### src/rtl/rom_fetch_arbiter_pkg.sv
// Shared types for the rom fetch arbiter: FSM state, port id and width defaults.
// The optional last-word cache is enabled with `define ROM_LAST_WORD_CACHE_EN.
package rom_arb_pkg;

  localparam int ADDR_W_DEF  = 16;
  localparam int DATA_W_DEF  = 16;
  localparam int TIMEOUT_DEF = 1024;

  typedef enum logic [1:0] {
    IDLE  = 2'd0,
    ISSUE = 2'd1,
    WAIT  = 2'd2,
    RESP  = 2'd3
  } arb_state_e;

  typedef logic port_id_t;

  localparam port_id_t PORT0 = 1'b0;
  localparam port_id_t PORT1 = 1'b1;

endpackage

### src/rtl/rom_fetch_arbiter_rr.sv
// Two-input round-robin picker. On a tie the port that did not win last time
// is granted; rr_last resets to port 1 so port 0 wins the first tie.
module rr_arbiter2
  import rom_arb_pkg::*;
(
  input  logic       clk,
  input  logic       reset_n,
  input  logic       en,
  input  logic [1:0] req,
  output logic [1:0] gnt,
  output port_id_t   gnt_id
);

  port_id_t rr_last;

  always_comb begin
    gnt    = '0;
    gnt_id = PORT0;
    if (en) begin
      if (req == 2'b11) gnt_id = ~rr_last;
      else              gnt_id = req[1] ? PORT1 : PORT0;
      if (req != 2'b00) gnt[gnt_id] = 1'b1;
    end
  end

  always_ff @(posedge clk or negedge reset_n) begin
    if (!reset_n)  rr_last <= PORT1;
    else if (|gnt) rr_last <= gnt_id;
  end

endmodule

### src/rtl/rom_fetch_arbiter.sv
// Serialises two requesters onto the single-transaction rom interface, with a
// watchdog on flash reads. `define ROM_LAST_WORD_CACHE_EN adds a one-entry hit cache.
module rom_fetch_arbiter
  import rom_arb_pkg::*;
#(
  parameter int ADDR_W         = ADDR_W_DEF,
  parameter int DATA_W         = DATA_W_DEF,
  parameter int TIMEOUT_CYCLES = TIMEOUT_DEF
) (
  input  logic              clk,
  input  logic              reset_n,
  input  logic              req0_valid,
  input  logic [ADDR_W-1:0] req0_addr,
  output logic              req0_ready,
  output logic              rsp0_valid,
  input  logic              req1_valid,
  input  logic [ADDR_W-1:0] req1_addr,
  output logic              req1_ready,
  output logic              rsp1_valid,
  output logic [DATA_W-1:0] rsp_data,
  output logic              rsp_err,
  output logic              rom_start,
  output logic [ADDR_W-1:0] rom_addr,
  input  logic              rom_ready,
  input  logic              rom_done,
  input  logic [DATA_W-1:0] rom_data
);

  localparam int CNT_W = $clog2(TIMEOUT_CYCLES);

  arb_state_e        state, state_nxt;
  port_id_t          grant_id, gnt_id;
  logic [1:0]        gnt;
  logic              arb_en, accept, timeout, cache_hit;
  logic [ADDR_W-1:0] acc_addr;
  logic [DATA_W-1:0] hit_word;
  logic [CNT_W-1:0]  to_cnt;

  // Grants are masked while reset is held so every output reads 0 in reset.
  assign arb_en   = (state == IDLE) && rom_ready && reset_n;
  assign accept   = |gnt;
  assign acc_addr = (gnt_id == PORT1) ? req1_addr : req0_addr;
  assign timeout  = (state == WAIT) && !rom_done &&
                    (to_cnt == CNT_W'(TIMEOUT_CYCLES - 1));

  rr_arbiter2 u_rr (
    .clk     (clk),
    .reset_n (reset_n),
    .en      (arb_en),
    .req     ({req1_valid, req0_valid}),
    .gnt     (gnt),
    .gnt_id  (gnt_id)
  );

`ifdef ROM_LAST_WORD_CACHE_EN
  logic              cache_v;
  logic [ADDR_W-1:0] cache_tag;
  logic [DATA_W-1:0] cache_word;

  // Only a completed rom read fills the entry; any abort invalidates it.
  always_ff @(posedge clk or negedge reset_n) begin
    if (!reset_n) begin
      cache_v    <= 1'b0;
      cache_tag  <= '0;
      cache_word <= '0;
    end else if (state == WAIT) begin
      if (rom_done) begin
        cache_v    <= 1'b1;
        cache_tag  <= rom_addr;
        cache_word <= rom_data;
      end else if (timeout) begin
        cache_v    <= 1'b0;
      end
    end
  end

  assign cache_hit = accept && cache_v && (cache_tag == acc_addr);
  assign hit_word  = cache_word;
`else
  assign cache_hit = 1'b0;
  assign hit_word  = '0;
`endif

  always_ff @(posedge clk or negedge reset_n) begin
    if (!reset_n) state <= IDLE;
    else          state <= state_nxt;
  end

  always_comb begin
    state_nxt = state;
    case (state)
      IDLE:    if (accept) state_nxt = cache_hit ? RESP : ISSUE;
      ISSUE:   state_nxt = WAIT;
      WAIT:    if (rom_done || timeout) state_nxt = RESP;
      RESP:    state_nxt = IDLE;
      default: state_nxt = IDLE;
    endcase
  end

  always_comb begin
    req0_ready = gnt[0];
    req1_ready = gnt[1];
    rom_start  = (state == ISSUE);
    rsp0_valid = (state == RESP) && (grant_id == PORT0);
    rsp1_valid = (state == RESP) && (grant_id == PORT1);
  end

  // rom_done wins over a watchdog expiry in the same cycle.
  always_ff @(posedge clk or negedge reset_n) begin
    if (!reset_n) begin
      rom_addr <= '0;
      grant_id <= PORT0;
      to_cnt   <= '0;
      rsp_data <= '0;
      rsp_err  <= 1'b0;
    end else begin
      if (accept) begin
        rom_addr <= acc_addr;
        grant_id <= gnt_id;
      end
      if (cache_hit) begin
        rsp_data <= hit_word;
        rsp_err  <= 1'b0;
      end
      case (state)
        ISSUE: to_cnt <= '0;
        WAIT: begin
          to_cnt <= to_cnt + CNT_W'(1);
          if (rom_done) begin
            rsp_data <= rom_data;
            rsp_err  <= 1'b0;
          end else if (timeout) begin
            rsp_data <= '0;
            rsp_err  <= 1'b1;
          end
        end
        default: ;
      endcase
    end
  end

endmodule

### config.mk
export PLATFORM = sky130hd
export DESIGN_NAME = rom_fetch_arbiter
export DESIGN_NICKNAME = d
export VERILOG_FILES = /design/src/rtl/rom_fetch_arbiter_pkg.sv /design/src/rtl/rom_fetch_arbiter_rr.sv /design/src/rtl/rom_fetch_arbiter.sv
export SDC_FILE = /design/constraint.sdc
export NUM_CORES = 1
export LEC_CHECK = 0
export CAP_MARGIN = 10
export CORE_MARGIN = 5
export CORE_UTILIZATION = 35
export DETAILED_ROUTE_END_ITERATION = 8
export HOLD_SLACK_MARGIN = 0.06
export PLACE_DENSITY = 0.68
export SYNTH_ARGS = -nofsm -noshare
export SYNTH_HDL_FRONTEND = slang
export SYNTH_SLANG_ARGS = --single-unit
### constraint.sdc
create_clock -name clk -period 1.89 [get_ports clk]
set_input_delay 0.378 -clock clk [delete_from_list [all_inputs] [get_ports clk]]
set_output_delay 0.378 -clock clk [all_outputs]
set_load 0.01 [all_outputs]
After elaboration in Yosys (flattened, before gate mapping)
Cells that the tools add are included.
{"block": "classes", "addsub": 1, "order_cmp": 2, "n_eq_ne": 7, "n_mux": 17, "n_bitwise": 2, "reduce_logical": 16}
{"op": "$mux 16", "n": 3}
{"op": "$pmux 10 s2", "n": 1}
{"op": "$add 10x1->10 const B", "n": 1}
{"op": "$eq 10x10->1 const B", "n": 1}
{"op": "$mux 2", "n": 4}
{"op": "$pmux 2 s4", "n": 1}
{"op": "$logic_and 1x1->1", "n": 7}
{"op": "$mux 1", "n": 7}
{"op": "$eq 2x2->1 const B", "n": 3}
{"op": "$reduce_bool 2->1", "n": 3}
{"op": "$reduce_and 2->1", "n": 2}
{"op": "$eq 2x1->1 const B", "n": 1}
{"op": "$logic_not 2->1", "n": 1}
{"op": "$lt 1x2->1 const B", "n": 1}
{"op": "$ne 2x1->1 const B", "n": 1}
{"op": "$ne 2x2->1 const B", "n": 1}
{"op": "$not 1->1", "n": 2}
{"op": "$reduce_or 2->1", "n": 1}
{"op": "$demux 1 s1", "n": 1}
{"op": "$ge 1x1->1 const B", "n": 1}
{"op": "$logic_not 1->1", "n": 1}
{"op": "$logic_or 1x1->1", "n": 1}
{"block": "word_totals", "reg_bits": 47, "in_bits": 54, "word_cells": 52}

Longest topological paths before layout
{"block": "logic_depth", "depth_word": 13, "mapped_depth": 8}

By module
From an unflattened synthesis, not the netlist that was laid out.
{"block": "unflattened", "hier_cells": 199, "area_unflattened_um2": 2160.8}
{"module": "rom_fetch_arbiter", "instances": 1, "cells_each": 190, "area_per_inst_um2": 2093.3, "seq_area_each_um2": 1151.1}
{"module": "rr_arbiter2", "instances": 1, "cells_each": 9, "area_per_inst_um2": 67.6, "seq_area_each_um2": 26.3}

Worst setup path after synthesis
Ideal clock, no wire load.
{"block": "synth_timing", "kind": "reg2out", "startpoint": "reg state[0]", "endpoint": "out req1_ready", "arrival_ps": 1327, "t_required_ps": 1512, "setup_slack_ps": 185, "stages_incl_launch_ff": 7, "n_path_buf": 2, "cell_sequence": "dfrtp_1 -> inv_1 -> ha_1 -> and3_1 -> and3_1 -> buf_2 -> buf_2"}
{"block": "synth_between", "elab_chain_len": 4}
{"element": "from (decl)", "line": "rom_fetch_arbiter.sv:31", "text": "arb_state_e state, state_nxt;"}
{"element": "from (signal assigned)", "line": "rom_fetch_arbiter.sv:86", "text": "else state <= state_nxt;"}
{"element": "$logic_not 2->1", "line": "rom_fetch_arbiter.sv:40", "text": "assign arb_en = (state == IDLE) && rom_ready && reset_n;"}
{"element": "$logic_and 1x1->1 (2 in a row)", "line": "rom_fetch_arbiter.sv:40"}
{"element": "$mux 2", "line": "rom_fetch_arbiter_rr.sv:19", "text": "if (en) begin"}
{"element": "to (decl)", "line": "rom_fetch_arbiter.sv:18", "text": "output logic req1_ready,"}
Every way passes these cells.

Worst setup path in the final report
{"block": "layout_timing", "startpoint": "reg state[1]", "endpoint": "out rsp1_valid"}
{"block": "layout_between", "elab_chain_len": 2}
{"element": "$eq 2x2->1", "line": "rom_fetch_arbiter.sv:105", "text": "rsp1_valid = (state == RESP) && (grant_id == PORT1);"}
{"element": "$logic_and 1x1->1", "line": "rom_fetch_arbiter.sv:105"}
{"element": "to (decl)", "line": "rom_fetch_arbiter.sv:19", "text": "output logic rsp1_valid,"}
Every way passes these cells.

==> key figures <==
Run status
  • Outcome: complete, no violations

Final layout
  • Layout Nets: 355
  • FILL cells: 535
  • Area grow syn2layout: 55.69%
  • Ant. Diodes: 0
  • Layout cells sized above 1: 0.1520

Clock tree
  • Worst-Skew Late Latency: 0.30 ns
  • Clk buf depth: 2
  • Sink Count: 47
  • Hold buffer count at cts: 0
  • H-tree depth: 2
  • TritonCTS clock tree: built
  • Clk pin slew, worst setup/hold paths: 0.08 ns
  • Clk root buf: clkbuf_8
  • CTS Buf Count: 5

GRT
  • Vias in the first global route: 1,939
  • Largest net degree at the start of global routing: 48
  • First-pass GRT wire length: 8935 um
  • GRT Total Usage: 0.1460
  • Global route overflow: 0
  • Initial antenna violation count: 0

Setup path
  • Crit-path max FO: 3
  • Crit path depth: 4
  • Critical Path End Type: output pin
  • CP top delay family: buffers and inverters
  • Crit-path max cell delay: 0.40 ns
  • Reg2Reg Depth: 7
  • Crit path buf inv count: 2
  • Critical path class: reg2out
  • CP Launch Type: flip-flop
  • Critical-path cell list: buf_4 > ha_1 > and2_1 > dlygate4sd2_1
  • Crit path DAT: 1.45 ns
  • Worst Path Required: 1.51 ns
  • Slowest library cell on the worst path: dfrtp_1

Place
  • Port Buffers: 91
  • Final GP Congestion: 0.8386
  • Placement Setup Slack: -0.2960 ns
  • Hpwl dp: 4144 um

Synthesis
  • Synth async-reset ratio: 1.000
  • Synth warnings: 0
  • Post-synth EDFFs: 0
  • Cell Area, Synth: 2132 um2
  • Synth cell types: 35
  • Register area share after synthesis: 0.5522
  • Mux contribution to synthesized area: 0.01174
  • Synth Area in Compound Gates: 0.1813
  • Syn nets: 253
  • Post-synthesis simple-gate area fraction: 0.1585
  • Post-synthesis cell count: 193
  • Most common flop cell mapped by yosys: dfrtp_1
  • Synth Area per Inst: 11.05 um2
  • Main combinational cell family by area after synthesis: compound AO/OA/AOI/OAI gates
  • Flops & latches, synth: 47
  • XOR/XNOR share of the synthesized area: 0.01643
  • Synth Area in Adders: 0.03521

Routing
  • DRT Wirelength: 5439 um
  • First DRT Iteration DRCs: 37
  • Drt wl/cell: 14.66 um
  • Via/cell ratio: 4.889
  • Detailed Routing Iterations Pass 1: 4
  • Via count: 1,814
  • Post-route DRC: 0
  • Post-detailed-route count of antenna-violating nets: 0

Timing
  • Final Slew Violations: 0
  • Setup_tns: 0 ns
  • Max_slew headroom: 0.6117
  • Period utilization: 0.9665
  • # setup viols final: 0
  • Fin crit period: 1.827 ns
  • Peak Freq: 547.5 MHz
  • RSZ-0062 raised after global routing: no
  • Final Worst Setup Slack: 0.06335 ns
  • Hold Fails Final Rpt: 0
  • Worst Max-Slew Pin Slew: 0.5824 ns
  • Clock Skew: 0.005318 ns

Die
  • DIE AREA: 7753 um2
  • Core Box Area: 5921 um2
  • I/O Pins: 92
  • FP Rows: 28
  • Initial Util: 0.3601
  • Die X: 88.05 um
  • Die height: 88.05 um

Hold path
  • Hold Path Class: in2async

Pwr
  • PD cells: 1321 nW/um2
  • Peak VDD IR: 0.6308 mV
  • Leakage: 0.001530 uW

Flow run
  • Max-cap violations: 0
[path summary, 6_finish.rpt]
kind | endpoint | from | slack (ns)
worst min register to register | rom_addr[0] | rom_addr[0] | 0.48
min in group clk | rom_addr[0] | rom_addr[0] | 0.48
worst min-delay path | rom_addr[8] | reset_n | 0.30
max in group asynchronous | rsp_data[10] | reset_n | 1.21
worst max-delay path | rsp1_valid | state[1] | 0.06
worst max register to register | rsp_data[11] | state[0] | 0.17
[stage by stage]
step                utilization  std cells  power [uW]  area, um2  hold WS [ns]
floorplan                     -        193        2607       2132       0.08241
global placement         0.5374        362        3684       3182        0.4566
detailed placement       0.5374        362        3741       3182        0.4620
CTS                      0.5547        370        4402       3284        0.3064
global route             0.5607        371        4699       3319        0.3491
finish                   0.5607        371        4386       3319        0.2954
[cell usage in the layout (no fill, tap or decap), types with 4 or more instances in the layout]
cell             count
inv_1                4
nand3_1              5
nor2_1               7
o21ai_0              6
buf_4               14
a22o_1              10
a22oi_1             17
a22o_2               6
dfrtp_1             46
nand2_1             38
clkdlybuf4s50_1     85
ha_1                 4
clkbuf_8             6
a21o_1               4
[power by group]
part / switching, uW / internal (uW) / leakage (uW)
logic: 911 / 1230 / 0.000884
registers: 211 / 1400 / 0.000598
clock network: 343 / 299 / 0.0000474
[cell type report]
type / instances / area, um2 / area share
clock buffers: 6 / 82.58 / 0.02488
clock inverters: 2 / 16.27 / 0.004900
inverters: 6 / 22.52 / 0.006785
multi-input cells: 130 / 899.6 / 0.2710
flip-flops and latches: 47 / 1177 / 0.3547
well taps: 75 / 93.84 / 0.02827
repair buffers: 105 / 1027 / 0.3095
[logic make-up (layout without fill, tap and decap cells)]
kind of cell,count (synthesis),count (layout)
and+or+nand+nor,69,69
AOI/OAI and AO/OA,49,49
DFF,47,47
buffers and inverters,16,119
adders and majority gates,6,6
xor gates and xnor gates,4,4
muxes,2,2
[synthesized netlist by cell type, types with 2 or more instances]
master / count / area [um2]
nand4_1: 2 / 12.51
xor2_1: 2 / 17.52
a22o_1: 10 / 87.58
xnor2_1: 2 / 17.52
a21oi_1: 2 / 10.01
dfrtp_1: 46 / 1151
a21o_1: 4 / 30.03
nor2_1: 7 / 26.28
inv_1: 6 / 22.52
a22o_2: 6 / 60.06
buf_2: 4 / 20.02
nand2_1: 38 / 142.6
clkbuf_1: 2 / 7.510
buf_6: 4 / 45.04
nor3_1: 3 / 15.01
nor2b_1: 2 / 12.51
nand3_1: 5 / 25.02
a22oi_1: 17 / 127.6
and2_1: 2 / 12.51
o21ai_0: 6 / 30.03
ha_1: 6 / 75.07
and3_1: 4 / 25.02
[worst min-delay path: cells and delay by family]
kind / cells / cell delay [ns]
buffers and inverters: 3 / 0.69
[metal layers]
metal	share of wire	GRT usage	up-vias	routed length, um
met1	0.44	0.1776	864	2369
li1	-	-	884	-
met5	0	0	-	0
met3	0.082	0.04610	6	447
met2	0.47	0.2541	60	2576
met4	0.0083	0.03297	0	45
[state kept, by name, indices dropped and copies added, names as in the netlist]
name / flops
grant_id: 1
rom_addr: 16
rsp_data: 16
rsp_err: 1
state: 2
to_cnt: 10
u_rr.rr_last: 1
[repair_timing]
action,4_1_cts,5_1_grt
buffers inserted,0,1
resized for setup,15,7
endpoints found under the setup margin,5,19
pin swaps,0,1
(Power assumes the default switching activity.)
